==> config.mk <==
export PLATFORM = sky130hd
export DESIGN_NAME = regfile_param_flat
export DESIGN_NICKNAME = d
export VERILOG_FILES = /design/src/rtl/cpu_regfile_pkg.sv /design/src/rtl/regfile_param_if.sv /design/src/rtl/regfile_sync.sv /design/src/rtl/regfile_param.sv /design/src/flat_wrapper.sv
export SDC_FILE = /design/constraint.sdc
export NUM_CORES = 1
export LEC_CHECK = 0
export CORE_MARGIN = 1
export CORE_UTILIZATION = 54
export CTS_CLUSTER_DIAMETER = 120
export DETAILED_ROUTE_END_ITERATION = 10
export GPL_ROUTABILITY_DRIVEN = 0
export PLACE_DENSITY = 0.79
export SLEW_MARGIN = 40
export SYNTH_ARGS = -nofsm -noshare
export SYNTH_HDL_FRONTEND = slang
export SYNTH_SLANG_ARGS = --single-unit
==> constraint.sdc <==
create_clock -name clk -period 2.5 [get_ports clk]
set_clock_uncertainty 0.1 [all_clocks]
set_input_delay 0.375 -clock clk [delete_from_list [all_inputs] [get_ports clk]]
set_output_delay 0.375 -clock clk [all_outputs]
set_load 0.02 [all_outputs]
==> src/rtl/cpu_regfile_pkg.sv <==
// Shared register-file constants for the 8-bit CPU core (mirrors cpu_definitions.vh).
package cpu_regfile_pkg;

  localparam int DEF_DATA_W    = 8;
  localparam int DEF_ADDR_W    = 5;
  localparam int REG_DINP_ADDR = 28;
  localparam int REG_GOUT_ADDR = 29;
  localparam int REG_DOUT_ADDR = 30;
  localparam int REG_FLAG_ADDR = 31;

  // Width of a bit-select into a DATA_W-wide register; never narrower than one bit.
  function automatic int atc_width(input int data_w);
    if (data_w > 1) begin
      return $clog2(data_w);
    end else begin
      return 1;
    end
  endfunction

endpackage

==> src/rtl/regfile_param_if.sv <==
// Read/write/ATC bus between decode/ALU (master) and the register file (slave).
interface regfile_param_if import cpu_regfile_pkg::*; #(
  parameter int DATA_W = DEF_DATA_W,
  parameter int ADDR_W = DEF_ADDR_W,
  parameter int NUM_RD = 2,
  parameter int ATC_W  = atc_width(DEF_DATA_W)
);
  logic [NUM_RD*ADDR_W-1:0] rd_addr;
  logic [NUM_RD*DATA_W-1:0] rd_data;
  logic                     wr_en;
  logic [ADDR_W-1:0]        wr_addr;
  logic [DATA_W-1:0]        wr_data;
  logic                     atc_req;
  logic [ATC_W-1:0]         atc_bit;
  logic                     atc_out;

  modport master (
    output rd_addr, wr_en, wr_addr, wr_data, atc_req, atc_bit,
    input  rd_data, atc_out
  );

  modport slave (
    input  rd_addr, wr_en, wr_addr, wr_data, atc_req, atc_bit,
    output rd_data, atc_out
  );
endinterface

==> src/rtl/regfile_sync.sv <==
// SYNC_STAGES-deep, DATA_W-wide flop chain bringing the asynchronous din into the clk domain.
module regfile_sync #(
  parameter int DATA_W      = 8,
  parameter int SYNC_STAGES = 2
) (
  input  logic              clk,
  input  logic              resetn,
  input  logic [DATA_W-1:0] d,
  output logic [DATA_W-1:0] q
);
  logic [DATA_W-1:0] stage_r [SYNC_STAGES];

  // Shift chain; stage 0 is the only flop that samples the asynchronous input.
  always_ff @(posedge clk or negedge resetn) begin
    if (!resetn) begin
      for (int i = 0; i < SYNC_STAGES; i++) begin
        stage_r[i] <= '0;
      end
    end else begin
      stage_r[0] <= d;
      for (int i = 1; i < SYNC_STAGES; i++) begin
        stage_r[i] <= stage_r[i-1];
      end
    end
  end

  assign q = stage_r[SYNC_STAGES-1];
endmodule

==> src/rtl/regfile_param.sv <==
// Parametrised CPU register file: combinational read ports, synchronised DINP, sticky FLAG with ATC.
// Define REGFILE_BYPASS_EN for same-cycle write-through forwarding on the read ports.
module regfile_param import cpu_regfile_pkg::*; #(
  parameter int DATA_W      = DEF_DATA_W,
  parameter int ADDR_W      = DEF_ADDR_W,
  parameter int NUM_RD      = 2,
  parameter int FLAG_BITS   = 7,
  parameter int FLAG_EDGE   = 1,
  parameter int SYNC_STAGES = 2,
  parameter int DINP_ADDR   = REG_DINP_ADDR,
  parameter int GOUT_ADDR   = REG_GOUT_ADDR,
  parameter int DOUT_ADDR   = REG_DOUT_ADDR,
  parameter int FLAG_ADDR   = REG_FLAG_ADDR
) (
  input  logic                 clk,
  input  logic                 resetn,
  input  logic                 enable,
  regfile_param_if.slave       bus,
  input  logic [FLAG_BITS-1:0] flag_in,
  input  logic [DATA_W-1:0]    din,
  output logic [DATA_W-1:0]    gout,
  output logic [DATA_W-1:0]    dout,
  output logic [DATA_W-1:0]    flag
);
  localparam int              DEPTH  = 2**ADDR_W;
  localparam logic [ADDR_W-1:0] DINP_A = ADDR_W'(DINP_ADDR);
  localparam logic [ADDR_W-1:0] GOUT_A = ADDR_W'(GOUT_ADDR);
  localparam logic [ADDR_W-1:0] DOUT_A = ADDR_W'(DOUT_ADDR);
  localparam logic [ADDR_W-1:0] FLAG_A = ADDR_W'(FLAG_ADDR);

  logic [DATA_W-1:0]    mem_r [DEPTH];
  logic [FLAG_BITS-1:0] flag_prev_r;
  logic [DATA_W-1:0]    dinp_sync_s;
  logic [DATA_W-1:0]    set_s;
  logic [DATA_W-1:0]    clr_s;
  logic [DATA_W-1:0]    flag_next_s;
  logic                 wr_fire_s;
  logic                 atc_hit_s;

  regfile_sync #(
    .DATA_W      (DATA_W),
    .SYNC_STAGES (SYNC_STAGES)
  ) u_sync (
    .clk    (clk),
    .resetn (resetn),
    .d      (din),
    .q      (dinp_sync_s)
  );

  // resetn is folded in so forwarding cannot leak wr_data while the block is held in reset.
  assign wr_fire_s = resetn && enable && bus.wr_en &&
                     (bus.wr_addr != DINP_A) && (bus.wr_addr != FLAG_A);
  assign atc_hit_s = bus.atc_req && (int'(bus.atc_bit) < FLAG_BITS);

  // Next FLAG value: a set event in the same cycle overrides the ATC clear.
  always_comb begin
    set_s = '0;
    clr_s = '0;
    if (FLAG_EDGE != 0) begin
      set_s[FLAG_BITS-1:0] = flag_in & ~flag_prev_r;
    end else begin
      set_s[FLAG_BITS-1:0] = flag_in;
    end
    if (atc_hit_s && enable) begin
      clr_s[bus.atc_bit] = 1'b1;
    end else begin
      clr_s = '0;
    end
    flag_next_s = (mem_r[FLAG_A] & ~clr_s) | set_s;
  end

  // Register array plus the hardware-owned FLAG/DINP entries and the flag_in history.
  always_ff @(posedge clk or negedge resetn) begin
    if (!resetn) begin
      for (int i = 0; i < DEPTH; i++) begin
        mem_r[i] <= '0;
      end
      flag_prev_r <= '0;
    end else begin
      if (wr_fire_s) begin
        mem_r[bus.wr_addr] <= bus.wr_data;
      end
      mem_r[DINP_A] <= dinp_sync_s;
      mem_r[FLAG_A] <= flag_next_s;
      flag_prev_r   <= flag_in;
    end
  end

  for (genvar k = 0; k < NUM_RD; k++) begin : g_rd
    logic [ADDR_W-1:0] ra_s;
    assign ra_s = bus.rd_addr[k*ADDR_W +: ADDR_W];
`ifdef REGFILE_BYPASS_EN
    assign bus.rd_data[k*DATA_W +: DATA_W] =
      (wr_fire_s && (ra_s == bus.wr_addr)) ? bus.wr_data : mem_r[ra_s];
`else
    assign bus.rd_data[k*DATA_W +: DATA_W] = mem_r[ra_s];
`endif
  end

  assign bus.atc_out = atc_hit_s ? mem_r[FLAG_A][bus.atc_bit] : 1'b0;
  assign gout        = mem_r[GOUT_A];
  assign dout        = mem_r[DOUT_A];
  assign flag        = mem_r[FLAG_A];
endmodule

==> src/flat_wrapper.sv <==
// flat-port wrapper written by rule: the top's interface ports become plain ports
module regfile_param_flat import cpu_regfile_pkg::*;
#(
  parameter int DATA_W      = DEF_DATA_W,
  parameter int ADDR_W      = DEF_ADDR_W,
  parameter int NUM_RD      = 2,
  parameter int FLAG_BITS   = 7,
  parameter int FLAG_EDGE   = 1,
  parameter int SYNC_STAGES = 2,
  parameter int DINP_ADDR   = REG_DINP_ADDR,
  parameter int GOUT_ADDR   = REG_GOUT_ADDR,
  parameter int DOUT_ADDR   = REG_DOUT_ADDR,
  parameter int FLAG_ADDR   = REG_FLAG_ADDR
)
  (clk, resetn, enable, flag_in, din, gout, dout, flag, bus_rd_addr, bus_wr_en, bus_wr_addr, bus_wr_data, bus_atc_req, bus_atc_bit, bus_rd_data, bus_atc_out);
  regfile_param_if #(.DATA_W(DATA_W), .ADDR_W(ADDR_W), .NUM_RD(NUM_RD), .ATC_W(3)) bus_i ();
  input  logic clk;
  input  logic resetn;
  input  logic enable;
  input  logic [FLAG_BITS-1:0] flag_in;
  input  logic [DATA_W-1:0] din;
  output logic [DATA_W-1:0] gout;
  output logic [DATA_W-1:0] dout;
  output logic [DATA_W-1:0] flag;
  input wire logic [$bits(bus_i.rd_addr)-1:0] bus_rd_addr;
  input wire logic [$bits(bus_i.wr_en)-1:0] bus_wr_en;
  input wire logic [$bits(bus_i.wr_addr)-1:0] bus_wr_addr;
  input wire logic [$bits(bus_i.wr_data)-1:0] bus_wr_data;
  input wire logic [$bits(bus_i.atc_req)-1:0] bus_atc_req;
  input wire logic [$bits(bus_i.atc_bit)-1:0] bus_atc_bit;
  output wire logic [$bits(bus_i.rd_data)-1:0] bus_rd_data;
  output wire logic [$bits(bus_i.atc_out)-1:0] bus_atc_out;
  assign bus_i.rd_addr = bus_rd_addr;
  assign bus_i.wr_en = bus_wr_en;
  assign bus_i.wr_addr = bus_wr_addr;
  assign bus_i.wr_data = bus_wr_data;
  assign bus_i.atc_req = bus_atc_req;
  assign bus_i.atc_bit = bus_atc_bit;
  assign bus_rd_data = bus_i.rd_data;
  assign bus_atc_out = bus_i.atc_out;
  regfile_param #(.DATA_W(DATA_W), .ADDR_W(ADDR_W), .NUM_RD(NUM_RD), .FLAG_BITS(FLAG_BITS), .FLAG_EDGE(FLAG_EDGE), .SYNC_STAGES(SYNC_STAGES), .DINP_ADDR(DINP_ADDR), .GOUT_ADDR(GOUT_ADDR), .DOUT_ADDR(DOUT_ADDR), .FLAG_ADDR(FLAG_ADDR)) u_core (.clk(clk), .resetn(resetn), .enable(enable), .bus(bus_i), .flag_in(flag_in), .din(din), .gout(gout), .dout(dout), .flag(flag));
endmodule
Word-level counts from Yosys, hierarchy flattened. Index checks and enable logic that the tools add are counted.

Bits in registers: 279. Bits of input ports: 46. Output and inout port bits: 41. Logic and storage cells: 75.

Magnitude comparators: 7. Eq/ne operators: 2. Muxes and demuxes: 15. Bitwise operators: 8. Reduce and logical (&&, ||, !) cells: 8.

Operators by type and width (number): $bwmux W256 (1); $bmux W8 S5 (2); $mux W8 (6); $demux W8 S5 (1); $ge A6 B6 Y1 const B (3); $not A5 Y6 (3); $ne A5 B5 Y1 const B (2); $and A8 B8 Y8 (1); $logic_and A1 B1 Y1 (8); $not A8 Y8 (1); $or A8 B7 Y8 (1); $and A7 B7 Y7 (1); $not A7 Y7 (1); $lt A6 B1 Y1 const B (1); $lt A3 B4 Y1 const B (1); $bmux W1 S3 (1); $demux W1 S3 (1); $ge A3 B1 Y1 const B (1); $lt A3 B3 Y1 const B (1); $mux W1 (3).

Depth between registers and ports, before layout. Gate-level depths: netlist of the first run.

Word-level depth: 8. Mapped depth: 6. Gate-level depth less buffers: 4.

Cells and area by module. From an unflattened synthesis of the first run, not the netlist that was laid out.

Cells, all modules: 883. Area, all modules: 14525.2 um^2.

By module, submodules not included: regfile_param (times used 1, cells each 859, area each 14064.7 um^2, sequential area each 6581.3 um^2); regfile_sync (times used 1, cells each 24, area each 460.4 um^2, sequential area each 400.4 um^2).

Least setup slack after synthesis of the first run. Ideal clock, no wire load.

Path kind: input -> output. Start: input bus_rd_addr[7]. End: output bus_rd_data[10]. Data arrival time: 2.127 ns. Data required time: 2.025 ns. Path slack: -0.102 ns. Cell stages on the path: 5. Buffers on the path: 2. Cells stage by stage: clkbuf_1 > buf_1 > mux4_2 > mux4_2 > mux2_2.

Cells in the longest elaborated chain, start to end: 4.

Ends and longest elaborated chain: start: declaration (RTL line flat_wrapper.sv:25) `input wire logic [$bits(bus_i.rd_addr)-1:0] bus_rd_addr;`; $not A5 Y6 (not written as such) (RTL line regfile_param.sv:96) `assign bus.rd_data[k*DATA_W +: DATA_W] = mem_r[ra_s];`; $bmux W8 S5 (RTL line regfile_param.sv:96); $mux W8 (not written as such) (2 in series) (RTL line regfile_param.sv:96); end: declaration (RTL line flat_wrapper.sv:31) `output wire logic [$bits(bus_i.rd_data)-1:0] bus_rd_data;`.

No other way between the ends. The select of a mux whose other input is x is not followed.

Worst setup path after layout of the first run.
Start: register u_core.mem_r, in the netlist u_core.flag[1]. End: output bus_rd_data[9].

Cells in the longest elaborated chain, start to end: 3.

Ends and longest elaborated chain: start: declaration (RTL line regfile_param.sv:31) `logic [DATA_W-1:0] mem_r [DEPTH];`; start signal: indexed assignment (RTL line regfile_param.sv:81) `mem_r[bus.wr_addr] <= bus.wr_data;`; start signal: indexed assignment (RTL line regfile_param.sv:83) `mem_r[DINP_A] <= dinp_sync_s;`; start signal: indexed assignment (RTL line regfile_param.sv:84) `mem_r[FLAG_A] <= flag_next_s;`; $bmux W8 S5 (RTL line regfile_param.sv:96); $mux W8 (not written as such) (2 in series) (RTL line regfile_param.sv:96).

No other way between the ends. The select of a mux whose other input is x is not followed.

==> results of run 1 <==
==> kinds of logic after synthesis <==
family | after synthesis | share of synthesized area
compound gates | 15 | 0.00562
simple gates | 57 | 0.0223
buf+inv | 105 | 0.0380
mux | 419 | 0.451
flops | 279 | 0.483
==> flip-flops by register name, summed over array words and instances (netlist names) <==
signal	count
u_core.flag_prev_r	7
u_core.mem_r	232
u_core.u_sync.stage_r	8
u_core.flag	8
u_core.gout	8
u_core.u_sync.q	8
u_core.dout	8
==> power by group <==
group	leakage [nW]	internal [mW]	switching, mW
combinational	3.85	1.09	0.755
clock	0.499	2.80	1.85
sequential	3.71	4.87	0.271
==> final cells by class <==
type / instances / area (um2)
flip-flops and latches: 279 / 6980
inverters: 10 / 37.5
clock inverters: 19 / 243
diodes: 1 / 2.50
clock buffers: 35 / 798
fillers: 1763 / 8310
repair buffers: 224 / 2350
well taps: 335 / 419
multi-input cells: 491 / 6990
==> cells in the final DEF (no fill, tap or decap), drive strengths merged, types with 12 or more instances in the layout <==
master,instances
nor2,15
dfrtp,279
mux2,256
buf,159
clkbuf,35
clkdlybuf4s50,64
o21ai,12
mux4,161
inv,12
nand2,17
==> metal layers <==
metal	up-vias	routed length [um]	part of all wire
met5	-	0	0
met4	0	1480	0.040
met3	77	2840	0.077
met2	399	17800	0.48
met1	4764	14900	0.40
li1	3692	-	-
==> what timing repair did <==
action                                  4_1_cts  5_1_grt
endpoints found under the hold margin        38        0
endpoints found under the setup margin       17       17
buffers inserted                              5        3
hold buffers                                  1        0
pin swaps                                     0        0
gates resized for setup                     119        0
==> worst max-delay path: cells and delay by family, from the launching register on <==
family	cells	cell delay, ps
buffers and inverters	1	130
muxes	3	1390
DFF	1	420
==> worst max-delay path by stage <==
stage | cells past startpoint | slack, ps | endpoint
final | 4 | -460 | bus_rd_data[9]
after floorplan | 4 | 20 | bus_rd_data[0]
after CTS | 4 | -460 | bus_rd_data[9]
after detailed placement | 6 | -710 | bus_rd_data[4]
after global routing | 4 | -470 | bus_rd_data[2]
after global placement | 6 | -710 | bus_rd_data[1]
==> metrics by stage <==
stage,util,std cells
2_1_floorplan,-,875
6_report,0.682,1394
4_1_cts,0.681,1390
5_1_grt,0.682,1393
3_3_place_gp,0.636,1330
3_5_place_dp,0.636,1330
==> key figures, run 1 <==
Status
  • Outcome: finished with violations
  • Violated checks: design-rule violations, negative setup slack

Hold path
  • Hold/Removal Path Class: input pin to flip-flop
  • Launch point of the worst hold path: din[2]
  • Sink of the worst hold path: u_core.u_sync.stage_r[10]$_DFF_PN0_
  • Hold path cells: 1

Setup path
  • Required arrival time at the worst endpoint: a little over 2000 ps
  • Reg2reg setup slack: around 1300 ps
  • Maximum fanout encountered on the critical timing path: 3
  • Highest cell delay on the worst timing path: 560 ps
  • Category of the worst setup path capture point: primary output
  • Origin of the critical flop-to-flop path: u_core.flag[2]$_DFF_PN0_
  • Critical path cell sequence: mux4_2 -> mux4_2 -> mux2_4 -> buf_6
  • Kind of launch point of the worst setup path: flip-flop
  • Reg2reg path depth: 4
  • Crit path kind: flip-flop to primary output
  • Crit path top cell by count: mux4_2
  • Critical R2R Capture: u_core.flag[2]$_DFF_PN0_
  • Critical-path top delay cell: mux4_2
  • Launching instance or port of the critical path: u_core.flag[1]$_DFF_PN0_
  • Worst Path Arrival: between 2000 and 2500 ps

Run
  • Max-Cap Viols: 0

Timing
  • Post-layout min period: 2960 ps
  • Max Clock Freq: about 340 MHz
  • Final setup viols: 17
  • Worst Max-Slew Pin Slew: approximately 760 ps
  • Part of the cycle the worst path needs: 1.18
  • Hold_ws: between 150 and 200 ps
  • Final critical-path setup slack: -459 ps
  • Hold Violations, Final: 0
  • Number of pins exceeding their max-slew limit in the final report: 0
  • RSZ-0062 raised after global routing: true
  • Worst slew slack as a fraction of its limit: 0.493
  • Final setup TNS: -6390 ps

Logic synthesis
  • Total of warnings raised by yosys: 0
  • Cell variety after synth: 29
  • Synth area leader: dfrtp_1
  • Share of the synthesized area in the top cell type: 0.483
  • Synthesized net count: between 900 and 1000
  • Average size of a mapped cell: 16.5 um2
  • Synthesized area: ~0.014 mm2
  • Leading post-synthesis cells by instance count: 279 x dfrtp_1, 256 x mux2_2, 161 x mux4_2
  • EDFF count, synth: 0
  • Synth async-reset ratio: 1.00
  • Fraction of the yosys area taken by sequential cells: 0.483
  • Synthesis-stage register bit count: about 280
  • Gate count after technology mapping: between 800 and 900
  • Most used standard cell by instance count after synthesis: dfrtp_1
  • Most frequently used flop master after synthesis: dfrtp_1
  • Area contributors post-synth: dfrtp_1 48%, mux4_2 25%, mux2_2 20%

Global route
  • Total track usage: 0.281
  • Fraction of met3 tracks used by global routing: 0.0480
  • Peak-usage layer in the global routing report: met2
  • GR met2 Demand/Resource: 0.447
  • Antenna violations before repair: 0
  • Met1 demand-to-capacity share in global routing: 0.393
  • Via count of the first global-routing pass: approximately 9600
  • Global-route congestion overflow total: 0
  • Largest net degree at the start of global routing: approximately 140
  • Wire length of the first global-routing pass: 57.7 mm

Clock network
  • Number of buffers created by CTS: 29
  • Count of clock tree sinks: about 280
  • Max Root-Sink Buffers: 3
  • H-tree depth: 1
  • TritonCTS clock tree: done
  • Root buffer cell: clkbuf_16
  • Clock transition at path regs: 60 ps
  • Skew-Pair Late Insertion Delay: ~550 ps

Final layout
  • Synthesis-to-finish area growth: 23.2%
  • Final nets: approximately 1100
  • Share of cells above drive strength 1: 0.612
  • Total non-filler cell area in the finished layout: around 0.018 mm2

Route
  • Vias after detailed routing: around 8900
  • Drc violations: 16
  • Per-cell routed wire length: 26.6 um
  • Routed WL: 37.0 mm
  • DR iter-0 viols: 792
  • Vias/cell: between 6 and 7
  • Drt first pass iters: 8
  • Number of routed nets with antenna violations: 0

Power and ir drop
  • Pwr Density: roughly 650 mW/mm2
  • Leakage power of the design: 8.05 nW
  • Maximum resistive drop on vdd: approximately 0.57 mV
  • Post-layout power: 11.6 mW

Floorplan
  • Die Height: 166 um
  • Initial core utilization: 0.553
  • Count of boundary I/O pins: 87
  • Core area: between 0.02 and 0.03 mm2
  • Die Wd: around 170 um
  • Placement Rows: 59
  • Area enclosed by the die boundary: ~0.027 mm2

Place
  • Final HPWL DP: approximately 25 mm
  • # port buffers: between 80 and 90
  • Total placed instance area: 0.0166 mm2
  • Setup slack after placement: -713 ps
No activity file was read; power rests on OpenSTA's default activity.
==> run 2: changes to the inputs <==
--- a/config.mk
+++ b/config.mk
@@ -5,9 +5,11 @@
 export SDC_FILE = /design/constraint.sdc
 export NUM_CORES = 1
 export LEC_CHECK = 0
+export CAP_MARGIN = 20
+export CORE_ASPECT_RATIO = 1.2
 export CORE_MARGIN = 1
 export CORE_UTILIZATION = 54
-export CTS_CLUSTER_DIAMETER = 120
+export CTS_CLUSTER_DIAMETER = 40
 export DETAILED_ROUTE_END_ITERATION = 10
 export GPL_ROUTABILITY_DRIVEN = 0
 export PLACE_DENSITY = 0.79
==> run 2 against run 1 <==
The run ends with negative setup slack left. Critical path depth stayed put. Via count is 0.15% higher. Sequential share of layout area is 0.22 points higher. Sequential cell count stayed put. Hold slack better by 20 ps. Die area hardly changed. Count of clock-buffer cells in the layout is 4 higher. Critical endpoint is now bus_rd_data[15]. Largest cell class unchanged. Largest power group unchanged. Highest routed layer unchanged.
==> key figures, run 2 (synthesis gave the netlist of run 1 again) <==
Floorplan
  • Die Wd: 151 um
  • Die Height: approximately 180 um
  • Core area: ~0.026 mm2
  • Area enclosed by the die boundary: around 0.027 mm2
  • Initial core utilization: 0.551
  • Placement Rows: 65
  • Count of boundary I/O pins: between 80 and 90

Hold path
  • Hold/Removal Path Class: input pin to flip-flop

Setup path
  • Required arrival time at the worst endpoint: 2030 ps
  • Crit path kind: flip-flop to primary output
  • Highest cell delay on the worst timing path: approximately 540 ps
  • Reg2reg setup slack: 1330 ps
  • Critical path buffers and inverters: 1
  • Crit path top cell by count: mux4_2
  • Critical-path top delay cell: mux4_2
  • Cell family with the largest share of critical-path delay: multiplexers
  • Kind of launch point of the worst setup path: flip-flop
  • Critical path cell sequence: mux4_2 -> mux4_2 -> mux2_4 -> buf_6
  • Worst Path Arrival: approximately 2400 ps
  • Category of the worst setup path capture point: primary output
  • Maximum fanout encountered on the critical timing path: 3

Power and ir drop
  • Part of the total power dissipated in combinational logic: 0.149
  • Post-layout power: between 10 and 15 mW
  • Sequential Power Share: 0.428
  • Switching Power: a little over 3 mW
  • Clock power frac: 0.422
  • P_int: 8.99 mW
  • Maximum resistive drop on vdd: 0.470 mV
  • Switch share: 0.251
  • Leakage power of the design: around 8 nW
  • Pwr Density: 677 mW/mm2

Global route
  • Via count of the first global-routing pass: between 9000 and 10000
  • Global-route congestion overflow total: 0
  • Wire length of the first global-routing pass: roughly 59 mm
  • Total track usage: 0.298
  • Antenna violations before repair: 0
  • Largest net degree at the start of global routing: between 100 and 150

Route
  • Vias after detailed routing: roughly 8900
  • Routed WL: roughly 38 mm
  • Vias/cell: approximately 6.5
  • DR iter-0 viols: about 690
  • Drt first pass iters: 5
  • Per-cell routed wire length: ~28 um
  • Drc violations: 0
  • Number of routed nets with antenna violations: 0

Timing
  • Part of the cycle the worst path needs: 1.16
  • Number of pins exceeding their max-slew limit in the final report: 0
  • RSZ-0062 raised after global routing: true
  • Post-layout min period: between 2000 and 3000 ps
  • Max Clock Freq: 345 MHz
  • Worst slew slack as a fraction of its limit: 0.515
  • Final setup viols: 16
  • Final critical-path setup slack: -398 ps
  • Hold_ws: about 180 ps
  • Worst Max-Slew Pin Slew: 727 ps
  • Hold Violations, Final: 0

Clock network
  • Root buffer cell: clkbuf_16
  • TritonCTS clock tree: done
  • H-tree depth: 2
  • Clock transition at path regs: 60 ps
  • Count of clock tree sinks: approximately 280
  • Number of buffers created by CTS: 35
  • Skew-Pair Late Insertion Delay: ~520 ps
  • Max Root-Sink Buffers: 3

Final layout
  • Largest reg by FF count: u_core.mem_r
  • Share of cells above drive strength 1: 0.605
  • Most common cell after layout, fill and taps aside: dfrtp_1
  • Synthesis-to-finish area growth: 22.6%
  • Post-layout instance count excluding filler cells: 1373
  • Final nets: about 1100
  • Max FFs per register: roughly 230
  • Utilization after layout: 0.675
  • Number of inserted filler cells in the final layout: approximately 1800
  • Most frequent cells in the layout: 275 x dfrtp_1, 240 x mux2_2, 161 x mux4_2
  • Antenna diodes: 0

Status
  • Outcome: finished with violations
  • Violated checks: negative setup slack

Place
  • # port buffers: 86
  • Final HPWL DP: between 20 and 30 mm
  • DP Cell Count: roughly 1300

Run
  • Max-Cap Viols: 0
## run 2: cell count changes in the layout (fill, tap and decap cells not counted), moves of 3 or more
cell / change
buf_4: -26
clkbuf_16: +6
clkbuf_8: -4
clkinvlp_4: -3
dfrtp_1: -3
dfrtp_2: +3
inv_6: +4
## run 2: power by group through the flow
stage	registers [mW]	logic [mW]	clock network, mW
finish	5.14	1.79	5.07
CTS	5.13	1.80	5.14
floorplan	5.10	1.15	0
global placement	5.17	1.72	0
detailed placement	5.21	1.75	0
global route	5.18	1.90	5.33
## run 2: routing by layer
metal | vias to the layer above | track usage | share of wire
met1 | 4794 | 0.418 | 0.40
met5 | - | 0 | 0
met2 | 395 | 0.462 | 0.49
met3 | 94 | 0.0505 | 0.064
li1 | 3662 | - | -
met4 | 0 | 0.126 | 0.044
## run 2: path summary, 6_finish.rpt
kind | depth (start not counted) | endpoint | start
max | 4 | bus_rd_data[15] | u_core.flag[7]$_DFF_PN0_
min | 1 | u_core.u_sync.stage_r[10]$_DFF_PN0_ | din[2]
max reg2reg | 3 | u_core.gout[1]$_DFFE_PN0P_ | u_core.gout[1]$_DFFE_PN0P_
min reg2reg | 0 | u_core.u_sync.q[1]$_DFF_PN0_ | u_core.u_sync.stage_r[9]$_DFF_PN0_
max in group asynchronous | 4 | u_core.mem_r[216]$_DFFE_PN0P_ | resetn
min in group asynchronous | 3 | u_core.mem_r[220]$_DFFE_PN0P_ | resetn
## run 2: layout make-up
type / count / area [um2] / area share
clock buffers: 39 / 901 / 0.0508
clock inverters: 22 / 265 / 0.0150
inverters: 10 / 37.5 / 0.00212
multi-input cells: 491 / 6990 / 0.394
flip-flops and latches: 279 / 6990 / 0.394
well taps: 335 / 419 / 0.0236
repair buffers: 197 / 2130 / 0.120
## run 2: what timing repair did
item | 4_1_cts | 5_1_grt
hold endpoints to repair | 43 | 0
hold buffers | 1 | 0
gates resized for setup | 117 | 4
setup buffers | 2 | 2
endpoints found under the setup margin | 17 | 16
pin swaps | 0 | 0
## run 2: metrics by stage
step | setup TNS [ps] | setup WS [ps] | instance area (um2)
4_1_cts | -5650 | -408 | 17700
3_3_place_gp | -9890 | -632 | 16500
2_1_floorplan | 0 | 15.1 | 14500
3_5_place_dp | -9930 | -634 | 16500
6_report | -5470 | -398 | 17700
5_1_grt | -5870 | -413 | 17700
